===== src/rtl/pipe_ctrl_pkg.sv =====
// ---------------------------------------------------------------------------
// pipe_ctrl_pkg
// Shared definitions for the MiniMIPS32 pipeline sequencer:
//   - STALL_BUS width and the stall vector constants (bit0 PC .. bit5 WB)
//   - 2-bit redirect FSM state encoding
//   - reset-enable level, reset PC and exception entry address
// ---------------------------------------------------------------------------
package pipe_ctrl_pkg;

    localparam int unsigned STALL_BUS_W = 6;

    localparam logic [STALL_BUS_W-1:0] STALL_MEM  = 6'b011111;
    localparam logic [STALL_BUS_W-1:0] STALL_EXE  = 6'b001111;
    localparam logic [STALL_BUS_W-1:0] STALL_ID   = 6'b000111;
    localparam logic [STALL_BUS_W-1:0] STALL_IF   = 6'b000011;
    localparam logic [STALL_BUS_W-1:0] STALL_NONE = 6'b000000;

    localparam logic        RST_ENABLE     = 1'b1;
    localparam logic [31:0] PC_INIT        = 32'hBFC0_0000;
    localparam logic [31:0] EXC_ENTRY_ADDR = 32'hBFC0_0380;

    typedef enum logic [1:0] {
        PCS_IDLE     = 2'd0,
        PCS_WAIT_MEM = 2'd1,
        PCS_FLUSH    = 2'd2,
        PCS_FLUSH_T  = 2'd3
    } pcs_state_e;

endpackage


===== src/rtl/pipe_ctrl_stall_prio_enc.sv =====
// ---------------------------------------------------------------------------
// pipe_ctrl_stall_prio_enc
// The stall_prio_enc block: a purely combinational priority encoder that
// turns the per-stage stall requests into the STALL_BUS vector.
// Priority MEM > EXE > ID > IF; the WB bit is never set.
// Ports:
//   stallreq_if/id/exe/mem  in   per-stage stall requests
//   stall                   out  STALL_BUS vector
// ---------------------------------------------------------------------------
module pipe_ctrl_stall_prio_enc
    import pipe_ctrl_pkg::*;
(
    input  logic                   stallreq_if,
    input  logic                   stallreq_id,
    input  logic                   stallreq_exe,
    input  logic                   stallreq_mem,
    output logic [STALL_BUS_W-1:0] stall
);

    always_comb begin
        // NOTE: every branch assigns stall, so no latch can be inferred.
        if (stallreq_mem)      stall = STALL_MEM;
        else if (stallreq_exe) stall = STALL_EXE;
        else if (stallreq_id)  stall = STALL_ID;
        else if (stallreq_if)  stall = STALL_IF;
        else                   stall = STALL_NONE;
    end

endmodule


===== src/rtl/pipe_ctrl.sv =====
// ---------------------------------------------------------------------------
// pipe_ctrl
// Central pipeline sequencer for the 5-stage MiniMIPS32 core. Merges the
// per-stage stall requests into STALL_BUS and sequences exception / ERET
// redirects (flush, optional delay-slot flush_t, redirect target).
// Optional build macro: STALL_WDOG_EN adds a stall watchdog (stall_timeout).
// Ports:
//   cpu_clk_50M, cpu_rst     clock, synchronous active-high reset
//   stallreq_if/id/exe/mem   per-stage stall requests
//   exc_valid/exc_is_eret    MEM-stage exception / ERET commit
//   exc_in_delay             faulting instruction is in a delay slot
//   cp0_epc                  ERET return address
//   stall                    STALL_BUS (bit0 PC .. bit5 WB)
//   flush, flush_t           redirect flush pulses
//   flush_target             PC to load on flush
//   exc_ack                  one-cycle exception-accepted pulse
//   stall_timeout            watchdog flag (STALL_WDOG_EN only)
// ---------------------------------------------------------------------------
module pipe_ctrl
    import pipe_ctrl_pkg::*;
#(
    parameter logic [31:0] PC_INIT    = pipe_ctrl_pkg::PC_INIT,
    parameter logic [31:0] EXC_ENTRY  = EXC_ENTRY_ADDR,
    parameter int unsigned WDOG_LIMIT = 1024
) (
    input  logic                   cpu_clk_50M,
    input  logic                   cpu_rst,
    input  logic                   stallreq_if,
    input  logic                   stallreq_id,
    input  logic                   stallreq_exe,
    input  logic                   stallreq_mem,
    input  logic                   exc_valid,
    input  logic                   exc_is_eret,
    input  logic                   exc_in_delay,
    input  logic [31:0]            cp0_epc,
    output logic [STALL_BUS_W-1:0] stall,
    output logic                   flush,
    output logic                   flush_t,
    output logic [31:0]            flush_target,
    output logic                   exc_ack
`ifdef STALL_WDOG_EN
    , output logic                 stall_timeout
`endif
);

    logic [STALL_BUS_W-1:0] prio_stall;
    logic [STALL_BUS_W-1:0] stall_d;

    pcs_state_e  state_q,        state_d;
    logic        flush_q,        flush_d;
    logic        flush_t_q,      flush_t_d;
    logic        exc_ack_q,      exc_ack_d;
    logic [31:0] flush_target_q, flush_target_d;
    // Exception context captured while the MEM stage is still busy.
    logic        lat_eret_q,     lat_eret_d;
    logic        lat_delay_q,    lat_delay_d;
    logic [31:0] lat_epc_q,      lat_epc_d;

    pipe_ctrl_stall_prio_enc u_stall_prio_enc (
        .stallreq_if  (stallreq_if),
        .stallreq_id  (stallreq_id),
        .stallreq_exe (stallreq_exe),
        .stallreq_mem (stallreq_mem),
        .stall        (prio_stall)
    );

    always_comb begin
        state_d        = state_q;
        flush_d        = 1'b0;
        flush_t_d      = 1'b0;
        exc_ack_d      = 1'b0;
        flush_target_d = flush_target_q;
        lat_eret_d     = lat_eret_q;
        lat_delay_d    = lat_delay_q;
        lat_epc_d      = lat_epc_q;
        stall_d        = prio_stall;

        unique case (state_q)
            PCS_IDLE: begin
                if (exc_valid && !stallreq_mem) begin
                    // Accept cycle: freeze everything up to MEM while the
                    // redirect is registered.
                    stall_d        = STALL_MEM;
                    lat_delay_d    = exc_in_delay;
                    flush_target_d = exc_is_eret ? cp0_epc : EXC_ENTRY;
                    flush_d        = 1'b1;
                    exc_ack_d      = 1'b1;
                    state_d        = PCS_FLUSH;
                end else if (exc_valid) begin
                    lat_eret_d  = exc_is_eret;
                    lat_delay_d = exc_in_delay;
                    lat_epc_d   = cp0_epc;
                    state_d     = PCS_WAIT_MEM;
                end
            end
            PCS_WAIT_MEM: begin
                if (!stallreq_mem) begin
                    stall_d        = STALL_MEM;
                    flush_target_d = lat_eret_q ? lat_epc_q : EXC_ENTRY;
                    flush_d        = 1'b1;
                    exc_ack_d      = 1'b1;
                    state_d        = PCS_FLUSH;
                end
            end
            PCS_FLUSH: begin
                // Stall requests and new exceptions come from instructions
                // being flushed, so both are ignored here.
                stall_d = STALL_NONE;
                if (lat_delay_q) begin
                    flush_t_d = 1'b1;
                    state_d   = PCS_FLUSH_T;
                end else begin
                    state_d   = PCS_IDLE;
                end
            end
            PCS_FLUSH_T: begin
                stall_d = STALL_NONE;
                state_d = PCS_IDLE;
            end
            default: state_d = PCS_IDLE;
        endcase
    end

    always_ff @(posedge cpu_clk_50M) begin
        if (cpu_rst == RST_ENABLE) begin
            // NOTE: sequential state uses non-blocking assignments so every
            // flop samples pre-edge values regardless of statement order.
            state_q        <= PCS_IDLE;
            flush_q        <= 1'b0;
            flush_t_q      <= 1'b0;
            exc_ack_q      <= 1'b0;
            flush_target_q <= PC_INIT;
            lat_eret_q     <= 1'b0;
            lat_delay_q    <= 1'b0;
            lat_epc_q      <= 32'h0;
        end else begin
            state_q        <= state_d;
            flush_q        <= flush_d;
            flush_t_q      <= flush_t_d;
            exc_ack_q      <= exc_ack_d;
            flush_target_q <= flush_target_d;
            lat_eret_q     <= lat_eret_d;
            lat_delay_q    <= lat_delay_d;
            lat_epc_q      <= lat_epc_d;
        end
    end

    assign stall        = stall_d;
    assign flush        = flush_q;
    assign flush_t      = flush_t_q;
    assign flush_target = flush_target_q;
    assign exc_ack      = exc_ack_q;

`ifdef STALL_WDOG_EN
    logic [15:0] wdog_cnt_q, wdog_cnt_d;
    logic        wdog_active;

    assign wdog_active = stall_d[0] &&
                         (state_q == PCS_IDLE || state_q == PCS_WAIT_MEM);

    always_comb begin
        wdog_cnt_d = 16'h0;
        if (wdog_active) begin
            wdog_cnt_d = (wdog_cnt_q == 16'hFFFF) ? wdog_cnt_q : wdog_cnt_q + 16'h1;
        end
    end

    always_ff @(posedge cpu_clk_50M) begin
        if (cpu_rst == RST_ENABLE) wdog_cnt_q <= 16'h0;
        else                       wdog_cnt_q <= wdog_cnt_d;
    end

    assign stall_timeout = (32'(wdog_cnt_q) >= WDOG_LIMIT);
`endif

endmodule


===== config.mk =====
export PLATFORM = sky130hd
export DESIGN_NAME = pipe_ctrl
export DESIGN_NICKNAME = d
export VERILOG_FILES = /design/src/rtl/pipe_ctrl_pkg.sv /design/src/rtl/pipe_ctrl_stall_prio_enc.sv /design/src/rtl/pipe_ctrl.sv
export SDC_FILE = /design/constraint.sdc
export NUM_CORES = 1
export LEC_CHECK = 0
export ABC_AREA = 1
export CAP_MARGIN = 20
export CORE_UTILIZATION = 55
export DETAILED_ROUTE_END_ITERATION = 7
export HOLD_SLACK_MARGIN = 0.03
export PLACE_DENSITY = 0.95
export RECOVER_POWER = 100
export SLEW_MARGIN = 20
export SYNTH_ARGS = -nofsm -noshare
export SYNTH_HDL_FRONTEND = slang
export SYNTH_SLANG_ARGS = --single-unit

===== constraint.sdc =====
create_clock -name cpu_clk_50M -period 2.93 [get_ports cpu_clk_50M]
set_input_delay 0.586 -clock cpu_clk_50M [delete_from_list [all_inputs] [get_ports cpu_clk_50M]]
set_output_delay 0.586 -clock cpu_clk_50M [all_outputs]
set_load 0.05 [all_outputs]

* Yosys cells after proc, flatten, opt, wreduce, memory -nomap -nowiden
Index checks and enable logic that the tools add are counted.
** Storage, ports and cells
- Bits in registers :: 70
- Bits in latches :: 0
- Bits in writable memories :: 0
- Memory bits (read-only) :: 0
- Input bits :: 41
- Output and inout port bits :: 41
- Word-level logic and storage cells :: 49
- Memories kept :: 0
** Operators by class
- Add/subtract/negate cells :: 0
- Multipliers :: 0
- Div/mod/pow operators :: 0
- Magnitude comparators :: 0
- Equal/unequal tests :: 6
- Shift operators :: 0
- Muxes and demuxes :: 23
- Bitwise logic cells :: 2
- Reductions and logical operators :: 11
** Operator list (number)
- $mux W32 :: 4
- $pmux W32 S2 :: 1
- $mux W6 :: 5
- $pmux W6 S3 :: 1
- $mux W2 :: 5
- $pmux W2 S4 :: 1
- $reduce_and A3 Y1 :: 2
- $mux W1 :: 5
- $eq A2 B2 Y1 const B :: 2
- $ne A2 B2 Y1 const B :: 2
- $reduce_and A2 Y1 :: 2
- $reduce_bool A2 Y1 :: 2
- $reduce_or A2 Y1 :: 2
- $ne A3 B3 Y1 const B :: 1
- $eq A2 B1 Y1 const B :: 1
- $logic_not A2 Y1 :: 1
- $not A1 Y1 :: 2
- $pmux W1 S2 :: 1
- $logic_and A1 B1 Y1 :: 1
- $logic_not A1 Y1 :: 1

* Logic depth before layout (Yosys ltp)
- Word-level depth :: 6
- Depth in mapped cells :: 8
- Mapped depth without buffers :: 6

* Modules after synthesis
From an unflattened synthesis, not the netlist that was laid out.
** Unflattened totals
- Cells, all modules :: 631
- Area, all modules :: 3686.0 um^2
** Modules (own cells, without submodules)
- pipe_ctrl :: instances 1, cells an instance 621, area each 3633.5 um^2, sequential area each 1401.3 um^2
- pipe_ctrl_stall_prio_enc :: instances 1, cells an instance 10, area each 52.6 um^2, sequential area each 0.0 um^2

* Least setup slack after synthesis
Ideal clock, no wire load.
- Path type :: input to output
- From :: input exc_valid
- To :: output stall[3]
- Arrival :: 1732 ps
- Setup slack :: 612 ps
- Stages :: 2
- Path through :: nor3_1 -> o21ai_0
** Between the ends
- Cells in the longest elaborated chain, start to end :: 3
** Ends and longest elaborated chain
- from (decl) :: line pipe_ctrl.sv:32 : input logic exc_valid,
- $logic_and A1 B1 Y1 :: line pipe_ctrl.sv:80 : if (exc_valid && !stallreq_mem) begin
- $mux W6 :: line pipe_ctrl.sv:80
- $pmux W6 S3 :: line pipe_ctrl.sv:78 : unique case (state_q)
- to (decl) :: line pipe_ctrl.sv:36 : output logic [STALL_BUS_W-1:0] stall,
Every way passes these cells.

* Worst setup path in the final report
- From :: input exc_valid
- To :: output stall[2]
The elaborated chain is that of the path after synthesis.

==> run_results.csv <==
group,metric,value,unit
synth,average_cell_area_after_synthesis,6.06,sq um
power_and_ir_drop,worst_ir_drop_vdd,0.383,mV
worst_setup_path,critical_path_start_end_classification,"in -> out",
cells_and_area,fraction_of_final_layout_cells_sized_beyond_drive_strength_1,5.89,%
clocking,hold_buffers,0,
timing,fin_crit_sh,90.1,%
drt,drcViolationCount,10,
drt,route.vias.total,3689,
floorplan,floorplan.core_area,6460,sq um
floorplan,floorplan.die.height,84.3,um
clocking,tritoncts,"done",
power_and_ir_drop,power_leakage,2.51,nW
timing,worst_clock_skew,12.4,ps
global_route,all_layer_gr_usage,26.1,%
floorplan,die_area,7100,sq um
timing,rsz_0062_raised_after_global_routing,"false",
drt,detail_route.first_pass.iterations,7,
global_route,grt_first_pass_wirelength,14.8,mm
timing,period_needed,2640,ps
clocking,cts_setup_buffers,0,
floorplan,floorplan.initialDensity,57.7,%
placement,io_buffers,80,
synth,synth.yosys.seq_area_share,37.6,%
cells_and_area,postLayoutCoreUtil,71.7,%
run,cap_violations,0,
drt,wl_per_cell,12.0,um
cells_and_area,n_diodes,0,
drt,detail_route.iter0.violations,323,
timing,slew_violations,0,
synth,netlist_area,3720,sq um
clocking,cts.repair.resized,0,
synth,postSynthNetCount,655,
outcome,violations,"DRC",
drt,route.final.wire_length,9.09,mm
clocking,cts_sinks,70,
synth,synthesis.instances,614,
worst_setup_path,critPathArrivalTime,2050,ps
global_route,grt_start_max_net_pins,41,
synth,ys_ff_latch,70,
worst_setup_path,timing.critical_path.to_type,"output pin",
worst_setup_path,crit_path_start_kind,"input pin",
timing,setup_viol,0,
drt,drt-vias-per-instance,4.88,
timing,fin_tns_setup,0,ps
global_route,initial_antenna_violation_count,0,
clocking,clockBufferDepth,2,
synth,synth-warning-count,0,
clocking,worst_skew_pair.late_latency,350,ps
worst_setup_path,worst_path_required_time,2340,ps
global_route,first_global_vias,3251,
outcome,outcome,"complete, but fails checks",
synth,synth_cell_types,22,
drt,route.antenna.remaining_nets,0,
placement,finalWeightedCongestion,0.797,
floorplan,boundaryPins,82,
floorplan,floorplan.die.width,84.3,um
cells_and_area,finalNetCount,715,
clocking,h-tree-depth,3,
timing,worst_slew_margin_rel,39.0,%
clocking,clk_root_buffer_cell,"clkbuf_8",
placement,dpl.hpwl,5.75,mm
timing,tightestPinTransition,914,ps
cells_and_area,nFillCells,513,
clocking,cts_buffers,9,
floorplan,core.rowCount,29,
global_route,grt_overflow,0,
worst_setup_path,cp_max_fo,6,
clocking,clkTransAtPathRegs,80,ps
worst_hold_path,min-delay-path-class,"reg -> reg",
power_and_ir_drop,power_density,567,nW/um^2
cells_and_area,area_growth,24.4,%
timing,finalHoldViolations,0,
timing,fmax,379,MHz
placed cells by master, fill, tap and decap left out, drive strengths merged:
cell,instances
o21ai,34
dfxtp,70
nor3,1
nand2,216
buf,7
bufinv,2
conb,1
dlygate4sd3,37
clkinv,4
clkdlybuf4s50,38
clkbuf,15
nor2,120
inv,92
nand3,39
a21oi,3
final timing paths:
kind	endpoint	start	cells after the start	slack, ps
max reg2reg	flush_target[10]	state_q[1]	6	1220
min	flush_target[29]	flush_target[29]	2	480
min reg2reg	flush_target[29]	flush_target[29]	2	480
max	stall[2]	exc_valid	6	290
report_power, final:
part	switching, mW	total, mW	internal, mW
combinational	0.434	0.659	0.225
clock	0.381	0.886	0.505
sequential	0.0511	1.08	1.03
critical path, cell delays in order:
cell and delay, ps:
dlygate4sd3_1 650, inv_1 110, nand3_1 90, nand2_1 60, nand2_1 60, clkbuf_1 490
state kept, by name, indices dropped and copies added (netlist names):
| signal | count |
|---|---|
| exc_ack | 1 |
| lat_epc_q | 32 |
| lat_delay_q | 1 |
| flush_t | 1 |
| state_q | 2 |
| lat_eret_q | 1 |
| flush_target | 32 |
cells by family (layout without fill, tap and decap cells):
group / Yosys count / count (layout) / synth area share, %
AOI/OAI and AO/OA: 37 / 37 / 4.97
buffers and inverters: 130 / 195 / 16.4
DFF: 70 / 70 / 37.6
other: 1 / 1 / 0.101
and+or+nand+nor: 376 / 376 / 40.9
layout make-up:
class                           count  area, sq um  area share [%]
Tap cell                           77         96.3            2.08
Inverter                           93          352            7.59
Timing Repair Buffer               86          845            18.2
Clock buffer                       11          141            3.05
Multi-Input combinational cell    414         1710            37.0
Sequential cell                    70         1400            30.3
Clock inverter                      5         82.6            1.78
stage by stage:
step	power (mW)	instances	cell area [sq um]	worst slack [ps]	hold slack, ps
2_1_floorplan	1.57	614	3720	612	446
3_3_place_gp	1.77	740	4450	547	457
3_5_place_dp	1.79	740	4450	494	467
4_1_cts	2.65	756	4670	463	488
5_1_grt	2.74	756	4630	204	502
6_report	2.63	756	4630	289	476
Yosys cell counts:
library cell    n  area [sq um]
nand2_1       212           796
nor2_1        111           417
inv_1          90           338
dfxtp_1        70          1400
nand3_1        38           190
o21ai_0        27           135
buf_6          10           113
buf_2           9          45.0
buf_4           8          60.1
clkbuf_1        8          30.0
nor2_2          7          43.8
o21ai_1         7          35.0
a21oi_1         3          15.0
nand2_4         3          33.8
clkbuf_2        2          10.0
inv_2           2          7.51
nor2_4          2          22.5
conb_1          1          3.75
inv_4           1          6.26
nand2_2         1          6.26
nand3_2         1          10.0
nor3_1          1          5.00
per-layer routing:
layer / up-vias / part of all wire (%) / track usage [%]
met1: 1632 / 43 / 31.7
met2: 123 / 50 / 45.5
met4: 0 / 1.2 / 11.4
li1: 1921 / - / -
met3: 13 / 6.1 / 4.62
met5: - / 0 / 0
No activity file was read; power rests on OpenSTA's default activity.
